$ cat src/rtl/mem_pkg.sv
// ---------------------------------------------------------------------------
// mem_pkg
//   Shared memory parameters for the data memory block.
//   MEM_DATA_W   : data and address width in bits
//   MEM_DEPTH    : number of words stored
//   MEM_ADDR_LSB : lowest byte-address bit used for word selection
//   MEM_INDEX_W  : word index width, log2(MEM_DEPTH)
// ---------------------------------------------------------------------------
package mem_pkg;

    localparam int unsigned MEM_DATA_W   = 32;
    localparam int unsigned MEM_DEPTH    = 64;
    localparam int unsigned MEM_ADDR_LSB = 2;
    localparam int unsigned MEM_INDEX_W  = $clog2(MEM_DEPTH);

endpackage : mem_pkg

$ cat src/rtl/mem.sv
// ---------------------------------------------------------------------------
// mem
//   Word-addressed data memory with combinational read and synchronous
//   write. Byte-offset bits and address bits above the word index are
//   ignored, so addresses alias modulo DEPTH words.
//
//   Ports
//     clk       in   1       rising-edge clock
//     reset     in   1       synchronous active-high clear of every word
//     ALUResult in   DATA_W  byte address shared by read and write
//     WD        in   DATA_W  write data
//     MemWrite  in   1       write enable, store WD on next rising edge
//     ReadData  out  DATA_W  contents of the addressed word
// ---------------------------------------------------------------------------
module mem
    import mem_pkg::*;
#(
    parameter int unsigned DATA_W   = MEM_DATA_W,
    parameter int unsigned DEPTH    = MEM_DEPTH,
    parameter int unsigned ADDR_LSB = MEM_ADDR_LSB
) (
    input  logic              clk,
    input  logic              reset,
    input  logic [DATA_W-1:0] ALUResult,
    input  logic [DATA_W-1:0] WD,
    input  logic              MemWrite,
    output logic [DATA_W-1:0] ReadData
);

    localparam int unsigned INDEX_W = $clog2(DEPTH);

    // Storage starts cleared so reads before the first reset return zero.
    logic [DATA_W-1:0] storage [DEPTH] = '{default: '0};

    logic [INDEX_W-1:0] index;

    // Only the index field selects a word; the remaining address bits are
    // intentionally discarded.
    logic unused_addr;
    assign unused_addr = ^ALUResult;

    assign index = ALUResult[ADDR_LSB +: INDEX_W];

    // Reset wins over a write presented in the same cycle.
    always_ff @(posedge clk) begin
        if (reset) begin
            for (int unsigned i = 0; i < DEPTH; i++) begin
                storage[i] <= '0;
            end
        end else if (MemWrite) begin
            storage[index] <= WD;
        end
    end

    assign ReadData = storage[index];

endmodule : mem

$ cat config.mk
export PLATFORM = sky130hd
export DESIGN_NAME = mem
export DESIGN_NICKNAME = d
export VERILOG_FILES = /design/src/rtl/mem_pkg.sv /design/src/rtl/mem.sv
export SDC_FILE = /design/constraint.sdc
export NUM_CORES = 2
export LEC_CHECK = 0
export ABC_CLOCK_PERIOD_IN_PS = 4100
export CORE_ASPECT_RATIO = 1.1
export CORE_UTILIZATION = 63
export CTS_CLUSTER_SIZE = 12
export DETAILED_ROUTE_END_ITERATION = 10
export PLACE_DENSITY_LB_ADDON = 0.1
export SYNTH_ARGS = -nofsm -noshare
export SYNTH_HDL_FRONTEND = slang
export SYNTH_SLANG_ARGS = --single-unit
$ cat constraint.sdc
create_clock -name clk -period 4.1 [get_ports clk]
set_input_delay 0.82 -clock clk [delete_from_list [all_inputs] [get_ports clk]]
set_output_delay 0.82 -clock clk [all_outputs]
set_load 0.05 [all_outputs]
After elaboration in Yosys (flattened, before gate mapping). Memory sizes are Yosys's and may differ from the RTL's. Index checks and enable logic that the tools add are counted.

Multiplexer cells: 8. Reduce and logical (&&, ||, !) cells: 1.

Operators with widths (number): 32-bit 2-to-1 mux (1); 32-bit OR reduction (1); 1-bit 2-to-1 mux (6); 6-bit 2-to-1 mux (1).

Flip-flop bits (word level): 0. RAM bits: 2048. Input bits: 67. Output and inout port bits: 32. Logic and storage cells: 10. Memories: 1.

Memory list: storage (depth 64, bits a word 32, rd ports 1, clocked after memory_dff 0, wr ports 64, RTL line mem.sv:33) `logic [DATA_W-1:0] storage [DEPTH] = '{default: '0};`.

Longest topological paths before layout.
Depth in word-level cells: 5. Depth in mapped cells: 11. Depth with buffers taken out: 6.

Least setup slack after synthesis. Ideal clock, no wire load.

Path kind: in2out. Start point: in ALUResult[4]. End point: out ReadData[1]. Arrival time: 2.898 ns. Required time: 3.280 ns. Slack: 0.382 ns. Cell stages on the path: 9. Path buffers: 5. Path through: buf_6 buf_6 buf_6 buf_2 buf_1 mux4_2 mux2i_1 o22ai_1 or4_1.

Longest elaborated chain between the ends: 1.

Ends and longest elaborated chain: start, declared (RTL line mem.sv:24) `input logic [DATA_W-1:0] ALUResult,`; memory read 64 x 32 bit; end, declared (RTL line mem.sv:27) `output logic [DATA_W-1:0] ReadData`.

Every way passes these cells.

Final worst setup path.
Start point: in ALUResult[2]. End point: out ReadData[25].

The elaborated chain is that of the path after synthesis.

==> flow_metrics.env <==
export IMPL_cts_buffers=202
export IMPL_p_leak_nw=39.03
export IMPL_crit_path_end_kind="output pin"
export IMPL_crit_family="simple AND/OR/NAND/NOR gates"
export IMPL_drv_cap=0
export IMPL_finalNetCount=7412
export IMPL_clockBufferDepth=3
export IMPL_hold_ws_ns=0.5253
export IMPL_rsz0062_at_grt="true"
export IMPL_max_freq_ghz=0.2335
export IMPL_synth_top_family_by_area="simple AND/OR/NAND/NOR gates"
export IMPL_htreeDepth=4
export IMPL_ir_drop_mv=0.4854
export IMPL_cp_common_cell="buf_4"
export IMPL_regMostFlops="storage"
export IMPL_syn_avg_cell_area_um2=13.32
export IMPL_synth_seq_area_share=0.6626
export IMPL_wl_per_cell_um=32.90
export IMPL_ios=99
export IMPL_crit_chain="bufbuf_16 -> buf_4 -> nor2b_4 -> buf_12 -> a221oi_1 -> nor3_1 -> nor4_2 -> buf_4 -> o211ai_1 -> or3_4 -> buf_8"
export IMPL_drive_gt1_frac=0.2391
export IMPL_setup_viol=29
export IMPL_hold_start="WD[23]"
export IMPL_synth_simple_area_share=0.1637
export IMPL_dpl_hpwl_um=190000
export IMPL_synthXorXnorAreaFrac=0
export IMPL_fin_crit_ns=4.282
export IMPL_max_slew_margin=0.1678
export IMPL_synth_cell_types=57
export IMPL_dr_pass1_iters=7
export IMPL_ys_async_sr_fraction=0
export IMPL_largest_register_ffs=2048
export IMPL_synth_compound_area_frac=0.1027
export IMPL_top_regs="storage x2048"
export IMPL_initial_core_util=0.6355
export IMPL_layout_commonest_cell="and2_1"
export IMPL_status="finished with violations"
export IMPL_mostFrequentLayoutCells="and2_1, edfxtp_1, buf_4"
export IMPL_synth_flop_cell="edfxtp_1"
export IMPL_gp_congestion=1.020
export IMPL_ys_seq_elements=2048
export IMPL_whs_endpoint="storage[31][23]"
export IMPL_vias=64030
export IMPL_grt_pass1_vias=61280
export IMPL_worstHoldPathCells=2
export IMPL_cp_max_fo=36
export IMPL_antenna_left=0
export IMPL_die_w_um=368.0
export IMPL_slowest_delay_ns=0.50
export IMPL_synthesis_area_mm2=0.09281
export IMPL_coreArea_mm2=0.1460
export IMPL_hold_buffers=0
export IMPL_setup_slack_ns=-0.1821
export IMPL_synth_edf_count=2048
export IMPL_hp_class="primary input to flop"
export IMPL_track_usage=0.4122
export IMPL_violations="negative setup slack"
export IMPL_cts_num_sinks=2048
export IMPL_crit_path_top_delay_cell="nor3_1"
export IMPL_row_count=147
export IMPL_path_clk_slew_ns=0.06
export IMPL_period_share=1.044
export IMPL_worstSetupPathType="primary input to output pin"
export IMPL_synth_nets=7037
export IMPL_drtIter0Drc=10150
export IMPL_drv_slew=0
export IMPL_hold_violations=0
export IMPL_grt_max_degree=65
export IMPL_synthMuxAreaShare=0.03690
export IMPL_syn_to_final_growth_pct=18.28
export IMPL_antenna_found_initial=22
export IMPL_routed_via_density=6.798
export IMPL_drt_total_wl_um=309800
export IMPL_critPathLaunchType="primary input"
export IMPL_arrival_ns=3.46
export IMPL_io_buffers=72
export IMPL_grt_overflow_total=0
export IMPL_synth_cells=6970
export IMPL_die_h_um=404.6
export IMPL_power_total_mw=46.45
export IMPL_route_detailed_drc=0
export IMPL_yosys_area_share_adder=0
export IMPL_required_ns=3.28
export IMPL_powerDensity_mw_per_mm2=423.1
export IMPL_worstMarginPinSlew_ns=1.248
export IMPL_grt_pass1_wl_um=434400
export IMPL_die_area_mm2=0.1489
export IMPL_cts_tree="done"
export IMPL_clock_root_buffer="clkbuf_16"
export IMPL_yosys_warnings=0
export IMPL_crit_buf_inv=5
-- repair_timing --
action | 4_1_cts | 5_1_grt
hold endpoints to repair | 0 | 0
setup buffers | 25 | 38
cloned | 19 | 4
setup endpoints to repair | 32 | 32
pin swaps | 65 | 82
gates resized for setup | 334 | 235
-- synth_stat cells (34+ instances only) --
cell type,n,share of area
a21oi_1,136,0.0073
a221oi_1,291,0.027
o22ai_1,162,0.011
buf_1,85,0.0034
o211ai_1,40,0.0032
clkbuf_1,566,0.023
nand2_1,80,0.0032
a22oi_1,374,0.030
a221o_1,41,0.0044
mux2i_1,152,0.016
nor3_1,43,0.0023
and2_1,2051,0.14
buf_2,90,0.0049
mux2_2,101,0.012
nor2_1,180,0.0073
mux4_2,34,0.0083
edfxtp_1,2048,0.66
or2_2,83,0.0056
o21ai_0,170,0.0092
-- where the power goes --
part	total [mW]	switching [mW]	internal (mW)	leakage, nW
Sequential	24.4	0.350	24.1	19.5
Clock	16.9	7.81	9.10	2.79
Combinational	5.11	3.28	1.83	16.8
Total	46.5	11.4	35.0	39.0
-- per-layer routing --
| metal | routed length (um) | vias to the layer above | global-route usage |
|---|---|---|---|
| met2 | 141500 | 4497 | 0.6289 |
| met5 | 64 | - | 0 |
| li1 | - | 26490 | - |
| met4 | 17970 | 10 | 0.2143 |
| met3 | 39960 | 757 | 0.1013 |
| met1 | 110300 | 32270 | 0.5518 |
-- metrics by stage --
stage	cells	worst slack, ns	cell area (um2)	TNS [ns]	util
CTS	9371	-0.09494	108200	-0.6703	0.7409
global placement	8994	-0.6808	100200	-13.38	0.6859
detailed placement	8995	-0.6453	100200	-11.57	0.6860
global route	9412	-0.1657	109800	-2.026	0.7516
finish	9418	-0.1821	109800	-2.139	0.7517
floorplan	6970	0.3824	92810	0	-
-- how the worst max path moves through the flow --
stage,start,to,slack (ns),cells past startpoint
finish,ALUResult[2],ReadData[25],-0.18,11
global route,ALUResult[2],ReadData[21],-0.17,11
CTS,ALUResult[2],ReadData[21],-0.09,12
detailed placement,ALUResult[4],ReadData[2],-0.65,12
global placement,ALUResult[4],ReadData[2],-0.68,12
floorplan,ALUResult[4],ReadData[1],0.38,9
-- final cells by class --
cell class,instances,area (um2)
Antenna cell,7,17.52
Clock buffer,278,5383
Clock inverter,55,362.8
Fill cell,9127,36260
Inverter,3,21.27
Multi-Input combinational cell,4149,30360
Sequential cell,2048,61500
Tap cell,1937,2424
Timing Repair Buffer,941,9706
-- logic make-up (layout without fill, tap and decap cells) --
family	count (synthesis)	after routing
AOI/OAI and AO/OA	1326	1326
other	0	7
muxes	287	287
and+or+nand+nor	2536	2536
DFF	2048	2048
buffers and inverters	773	1277
(Power assumes the default switching activity.)
